File: src/rtl/sd_cmd_tx.sv
// SD card CMD-line transmitter: serialises a 48-bit command frame with CRC7 and
// then optionally supervises the response window, timing out after 64 cycles.
//
// state     | meaning
// ----------+---------------------------------------------------------------
// IDLE      | line released (out=1, oe=0); waiting for start
// SEND      | driving the 48 frame bits, one per clk, MSB first
// WAIT_RESP | receiver enabled; counting until a response starts or finishes
module sd_cmd_tx (
    input  logic        clk,
    input  logic        reset,
    input  logic        start,
    input  logic [5:0]  cmd_index,
    input  logic [31:0] cmd_arg,
    input  logic        expect_resp,
    input  logic        resp_started,
    input  logic        resp_finished,
    output logic        sd_cmd_out,
    output logic        sd_cmd_oe,
    output logic        rx_en,
    output logic        busy,
    output logic        done,
    output logic        timeout
);

    typedef enum logic [1:0] {
        IDLE      = 2'd0,
        SEND      = 2'd1,
        WAIT_RESP = 2'd2
    } state_t;

    state_t      state_q, state_d;
    logic [5:0]  bit_cnt_q, bit_cnt_d;
    logic [39:0] sr_q, sr_d;
    logic [6:0]  crc_q, crc_d;
    logic [6:0]  crc_next;
    logic        resp_q, resp_d;
    logic [6:0]  wait_cnt_q, wait_cnt_d;
    logic        seen_q, seen_d;
    logic        started;
    logic        out_q, out_d;
    logic        oe_q, oe_d;
    logic        rx_en_q, rx_en_d;
    logic        busy_q, busy_d;
    logic        done_q, done_d;
    logic        timeout_q, timeout_d;

    // sr_q[39] is always the frame bit currently on the line during bits 0..39
    assign crc_next = {crc_q[5:0], 1'b0} ^ ((sr_q[39] ^ crc_q[6]) ? 7'h09 : 7'h00);
    assign started  = seen_q | resp_started;

    always_comb begin
        state_d    = state_q;
        bit_cnt_d  = bit_cnt_q;
        sr_d       = sr_q;
        crc_d      = crc_q;
        resp_d     = resp_q;
        wait_cnt_d = wait_cnt_q;
        seen_d     = seen_q;
        out_d      = out_q;
        oe_d       = oe_q;
        rx_en_d    = rx_en_q;
        busy_d     = busy_q;
        done_d     = 1'b0;
        timeout_d  = 1'b0;

        unique case (state_q)
            IDLE: begin
                out_d   = 1'b1;
                oe_d    = 1'b0;
                rx_en_d = 1'b0;
                busy_d  = 1'b0;
                if (start) begin
                    state_d    = SEND;
                    sr_d       = {2'b01, cmd_index, cmd_arg};
                    resp_d     = expect_resp;
                    bit_cnt_d  = 6'd0;
                    crc_d      = 7'd0;
                    wait_cnt_d = 7'd0;
                    seen_d     = 1'b0;
                    out_d      = 1'b0;
                    oe_d       = 1'b1;
                    busy_d     = 1'b1;
                end
            end

            SEND: begin
                bit_cnt_d = bit_cnt_q + 6'd1;
                sr_d      = {sr_q[38:0], 1'b0};
                if (bit_cnt_q < 6'd39) begin
                    crc_d = crc_next;
                    out_d = sr_q[38];
                end else if (bit_cnt_q == 6'd39) begin
                    out_d = crc_next[6];
                    crc_d = {crc_next[5:0], 1'b0};
                end else if (bit_cnt_q < 6'd46) begin
                    out_d = crc_q[6];
                    crc_d = {crc_q[5:0], 1'b0};
                end else if (bit_cnt_q == 6'd46) begin
                    out_d = 1'b1;
                end else begin
                    out_d      = 1'b1;
                    oe_d       = 1'b0;
                    bit_cnt_d  = 6'd0;
                    wait_cnt_d = 7'd0;
                    seen_d     = 1'b0;
                    if (resp_q) begin
                        state_d = WAIT_RESP;
                        rx_en_d = 1'b1;
                    end else begin
                        state_d = IDLE;
                        busy_d  = 1'b0;
                        done_d  = 1'b1;
                    end
                end
            end

            WAIT_RESP: begin
                // a finishing response wins over a simultaneous timeout
                if (resp_finished) begin
                    state_d = IDLE;
                    rx_en_d = 1'b0;
                    busy_d  = 1'b0;
                    done_d  = 1'b1;
                end else if (!started && wait_cnt_q == 7'd63) begin
                    state_d    = IDLE;
                    wait_cnt_d = 7'd64;
                    rx_en_d    = 1'b0;
                    busy_d     = 1'b0;
                    done_d     = 1'b1;
                    timeout_d  = 1'b1;
                end else begin
                    seen_d = started;
                    if (!started)
                        wait_cnt_d = wait_cnt_q + 7'd1;
                end
            end

            default: begin
                state_d = IDLE;
                out_d   = 1'b1;
                oe_d    = 1'b0;
                rx_en_d = 1'b0;
                busy_d  = 1'b0;
            end
        endcase
    end

    always_ff @(posedge clk or posedge reset) begin
        if (reset) begin
            state_q    <= IDLE;
            bit_cnt_q  <= 6'd0;
            sr_q       <= 40'd0;
            crc_q      <= 7'd0;
            resp_q     <= 1'b0;
            wait_cnt_q <= 7'd0;
            seen_q     <= 1'b0;
            out_q      <= 1'b1;
            oe_q       <= 1'b0;
            rx_en_q    <= 1'b0;
            busy_q     <= 1'b0;
            done_q     <= 1'b0;
            timeout_q  <= 1'b0;
        end else begin
            state_q    <= state_d;
            bit_cnt_q  <= bit_cnt_d;
            sr_q       <= sr_d;
            crc_q      <= crc_d;
            resp_q     <= resp_d;
            wait_cnt_q <= wait_cnt_d;
            seen_q     <= seen_d;
            out_q      <= out_d;
            oe_q       <= oe_d;
            rx_en_q    <= rx_en_d;
            busy_q     <= busy_d;
            done_q     <= done_d;
            timeout_q  <= timeout_d;
        end
    end

    assign sd_cmd_out = out_q;
    assign sd_cmd_oe  = oe_q;
    assign rx_en      = rx_en_q;
    assign busy       = busy_q;
    assign done       = done_q;
    assign timeout    = timeout_q;

endmodule

File: config.mk
export PLATFORM = sky130hd
export DESIGN_NAME = sd_cmd_tx
export DESIGN_NICKNAME = d
export VERILOG_FILES = /design/src/rtl/sd_cmd_tx.sv
export SDC_FILE = /design/constraint.sdc
export NUM_CORES = 1
export LEC_CHECK = 0
export CAP_MARGIN = 10
export CORE_UTILIZATION = 49
export CTS_CLUSTER_DIAMETER = 30
export DETAILED_ROUTE_END_ITERATION = 10
export GPL_ROUTABILITY_DRIVEN = 0
export PLACE_DENSITY = 0.73
export SYNTH_ARGS = -nofsm -noshare
export SYNTH_HDL_FRONTEND = slang
export SYNTH_SLANG_ARGS = --single-unit
File: constraint.sdc
create_clock -name clk -period 2.55 [get_ports clk]
set_clock_uncertainty 0.05 [all_clocks]
set_input_delay 0.6375 -clock clk [delete_from_list [all_inputs] [get_ports clk]]
set_output_delay 0.6375 -clock clk [all_outputs]
set_load 0.1 [all_outputs]
==> results.txt <==
----------------------------------------------------
[Detailed routing]
  Via count ... approximately 2800
  Average routed wire per standard cell ... 13.8 um
  Number of iterations in the first detailed-routing pass ... 4
  WL final ... ~7.1 mm
  Number of remaining DRC errors ... 0
  Antenna Nets Post-Route ... 0
  First DRT Iteration DRCs ... a little over 90
  Via density ... between 5 and 6

[Final layout]
  Fraction of layout cells with a size suffix above 1 ... under 10%
  Area growth from synthesis to final layout ... 20.4%
  Total non-filler cell area in the finished layout ... 0.00434 mm^2
  Final #Nets ... around 470
  Number of inserted diodes ... 0

[Yosys]
  Flip-flop and latch count after synthesis ... 70
  Post-synth EDFFs ... 0
  Post-Synthesis Cells ... 370
  Netlist area before placement ... approximately 0.0036 mm^2
  Share of flip-flops with an asynchronous set or reset after synthesis ... 100%
  Count of synthesis-stage warnings from yosys ... 0
  Fraction of the yosys area taken by sequential cells ... 48.6%
  Largest cells by area after synthesis ... sky130_fd_sc_hd__dfrtp_1 48%, sky130_fd_sc_hd__mux2i_1 12%, sky130_fd_sc_hd__o21ai_0 7.4%
  Mean area per synthesized cell ... around 9.7 um^2
  Area share of the largest cell type after synthesis ... 47.9%
  Post-synth top area cell ... sky130_fd_sc_hd__dfrtp_1
  Number of nets in the synthesized netlist ... around 420
  Dominant synthesized flop cell ... sky130_fd_sc_hd__dfrtp_1
  Number of distinct library cells after synthesis ... between 50 and 60

[Global route]
  Pin count of the biggest net entering global routing ... 71
  GRT Overall Usage ... between 20% and 30%
  Total overflow reported by the global router ... 0
  Via count of the first global-routing pass ... 2627
  Wire length of the first global-routing pass ... around 12 mm
  Initial antenna violation count ... 0

[Power]
  Worst IR drop on VDD ... ~500 uV
  Clock group share of total power ... between 15 and 20%
  Power density of the placed cells ... roughly 1100 mW/mm^2
  Design internal power ... between 2000 and 3000 uW
  Switching fraction of total power ... 41.9%
  Flop pwr share ... between 30 and 40%
  Comb pwr share ... a little under half
  Net switching power figure ... 1990 uW
  LEAKAGE ... between 0.0015 and 0.002 uW

[Floorplanning]
  Die X-Extent ... a little under 90 um
  FP Rows ... 30
  Die Outline Area ... just under 0.008 mm^2
  Starting density of the core ... 51.9%
  Std-Cell Core Area ... 0.00694 mm^2
  Die H ... roughly 90 um
  Number of primary I/O pins ... 50

[Clock network]
  Clk root buf ... sky130_fd_sc_hd__clkbuf_8
  Clock-pin slew on the worst setup and hold paths ... about 0.070 ns
  TritonCTS clock tree ... done
  Clock Tree Buf Depth ... 2
  Resize count post-CTS ... 0
  Number of sinks on the clock net ... 70
  H-tree lvl count ... 3
  Setup Buffers After CTS ... 0
  Clk_lat worst skew ... around 0.34 ns
  TritonCTS Buffers ... 9
  Hold-fix buffer count after cts ... 0

[Worst setup path]
  Worst-path maximum fanout ... 66
  Launch point of the worst path ... state_q[1]
  Data arrival time of the worst path ... ~2.2 ns
  Crit Reg-Reg Endpoint ... sr_q[16]
  Startpoint-to-endpoint class of the critical path ... flip-flop to flip-flop
  Worst setup EP type ... flip-flop
  Startpoint of the lowest-slack register-to-register path ... state_q[1]
  Length in cells of the worst reg-to-reg path ... 5
  Flop2flop setup slack ... about 0.5 ns
  Category of the worst setup path launch point ... flip-flop
  Required arrival time at the worst endpoint ... 2.71 ns

[Timing]
  Setup repair after global routing missed its margin ... false
  Pin slew with the least headroom to its limit ... about 0.53 ns
  Final setup violation count ... 0
  Pins Over Slew Limit ... 0
  Final worst path period need ... ~2.0 ns
  Max Fclk ... approximately 490 MHz
  Share of the clock period used by the worst path ... 80.4%
  Final hold violation count ... 0
  Total Negative Setup Slacks ... 0 ns
  Worst slew margin relative to its limit ... roughly 64%

[Min path]
  Hold path startpoint ... sr_q[12]
  Worst Hold Path Cells ... 2
  Class of the most critical hold timing path ... flip-flop to flip-flop
  Worst hold endpoint ... sr_q[12]

[Placed design]
  Post-DP HPWL ... slightly below 5 mm
  Area after DPL ... about 0.0042 mm^2
  Buffers added on ports ... between 40 and 50

[Outcome]
  Outcome ... finished clean

[Run]
  Number of max-cap violations ... 0

----------------------------------------------------
## state kept, by name, indices dropped and copies added, names as in the netlist, 2 cells and up
register	flops
sr_q	40
wait_cnt_q	7
state_q	2
bit_cnt_q	6
crc_q	7
## power groups by stage
stage	Sequential, uW	Combinational, uW	Clock, uW
finish	1860	2150	742
detailed placement	1880	2160	0
floorplan	2000	1500	0
global placement	1870	2100	0
global route	1910	2410	806
CTS	1860	2170	753
## cell type report
type	count	area [um^2]
multi-input cells	263	1710
inverters	13	48.8
clock buffers	9	124
well taps	96	120
flip-flops and latches	70	1750
repair buffers	57	561
fillers	587	2600
clock inverters	5	28.8
## cell usage after synthesis (all sizes together), types with 3 or more instances
cell type / number
nand3: 11
mux2i: 45
nor4: 3
o21ai: 57
clkbuf: 6
buf: 18
a31oi: 4
dfrtp: 69
a211o: 3
a21oi: 5
nor3: 4
o211ai: 3
nand2b: 3
o31ai: 5
inv: 13
nand2: 65
nor2b: 3
nor2: 7
ha: 7
## metal layers
layer | up-vias | share of wire, % | routed length, um | GRT usage (%)
li1 | 1399 | - | - | -
met1 | 1298 | 49 | 3470 | 27.3
met3 | 13 | 3.3 | 233 | 3.86
met5 | - | 0 | 0 | 0
met2 | 45 | 45 | 3190 | 30.8
met4 | 0 | 2.3 | 163 | 9.39
## cells by family (layout without fill, tap and decap cells)
group	after synthesis	in the layout	share of synthesized area [%]
and+or+nand+nor	114	114	15.4
xor gates and xnor gates	2	2	0.486
AOI/OAI and AO/OA	93	93	15.5
muxes	47	47	13.1
DFF	70	70	48.6
buffers and inverters	37	84	4.47
adders and majority gates	7	7	2.43
## how the worst max path moves through the flow
stage	endpoint	slack, ns	cells past startpoint
after floorplan	bit_cnt_q[0]	0.1	1
after global placement	wait_cnt_q[2]	0.25	5
after detailed placement	wait_cnt_q[2]	0.18	5
after CTS	sr_q[16]	0.49	5
after global routing	sr_q[23]	0.34	6
final	sr_q[16]	0.50	5
## cell usage in the layout, fill, tap and decap left out, types with 2 or more instances in the layout
cell type,Yosys,final
sky130_fd_sc_hd__o21ai_1,4,4
sky130_fd_sc_hd__nor4_1,3,3
sky130_fd_sc_hd__o21ai_0,53,53
sky130_fd_sc_hd__and3_1,2,2
sky130_fd_sc_hd__dfrtp_1,69,69
sky130_fd_sc_hd__or4_1,2,2
sky130_fd_sc_hd__mux2_2,2,2
sky130_fd_sc_hd__mux2i_1,45,44
sky130_fd_sc_hd__buf_12,0,2
sky130_fd_sc_hd__a211o_1,3,3
sky130_fd_sc_hd__o31ai_1,4,4
sky130_fd_sc_hd__nand2_1,65,65
sky130_fd_sc_hd__nor2b_1,3,3
sky130_fd_sc_hd__nand2b_1,2,2
sky130_fd_sc_hd__xnor2_1,2,2
sky130_fd_sc_hd__a21o_1,2,2
sky130_fd_sc_hd__clkdlybuf4s50_1,0,43
sky130_fd_sc_hd__o211ai_1,3,3
sky130_fd_sc_hd__nor3_1,4,4
sky130_fd_sc_hd__o22a_1,2,2
sky130_fd_sc_hd__nor2_1,6,6
sky130_fd_sc_hd__a311oi_1,2,2
sky130_fd_sc_hd__ha_1,7,6
sky130_fd_sc_hd__a31oi_1,4,4
sky130_fd_sc_hd__inv_1,13,12
sky130_fd_sc_hd__clkinv_2,0,4
sky130_fd_sc_hd__a21oi_1,5,5
sky130_fd_sc_hd__or3_1,2,2
sky130_fd_sc_hd__clkbuf_8,0,9
sky130_fd_sc_hd__buf_4,2,12
sky130_fd_sc_hd__o22ai_1,2,2
sky130_fd_sc_hd__nand3_1,10,10
## stage by stage
stage / util (%) / power (uW) / hold WS (ns) / cells / setup slack (ns)
detailed placement: 60.3 / 4040 / 0.420 / 499 / 0.184
global placement: 60.3 / 3970 / 0.410 / 499 / 0.253
global route: 62.5 / 5130 / 0.452 / 513 / 0.339
CTS: 62.5 / 4790 / 0.437 / 513 / 0.491
finish: 62.5 / 4750 / 0.432 / 513 / 0.501
floorplan: - / 3500 / 0.400 / 370 / 0.0959
## critical path, stage by stage, from the launching register on
cell,delay (ns)
sky130_fd_sc_hd__dfrtp_1,0.41
sky130_fd_sc_hd__inv_1,0.11
sky130_fd_sc_hd__ha_1,0.40
sky130_fd_sc_hd__mux2i_4,0.49
sky130_fd_sc_hd__buf_12,0.29
sky130_fd_sc_hd__o21ai_0,0.14
No activity file was read; power rests on OpenSTA's default activity.
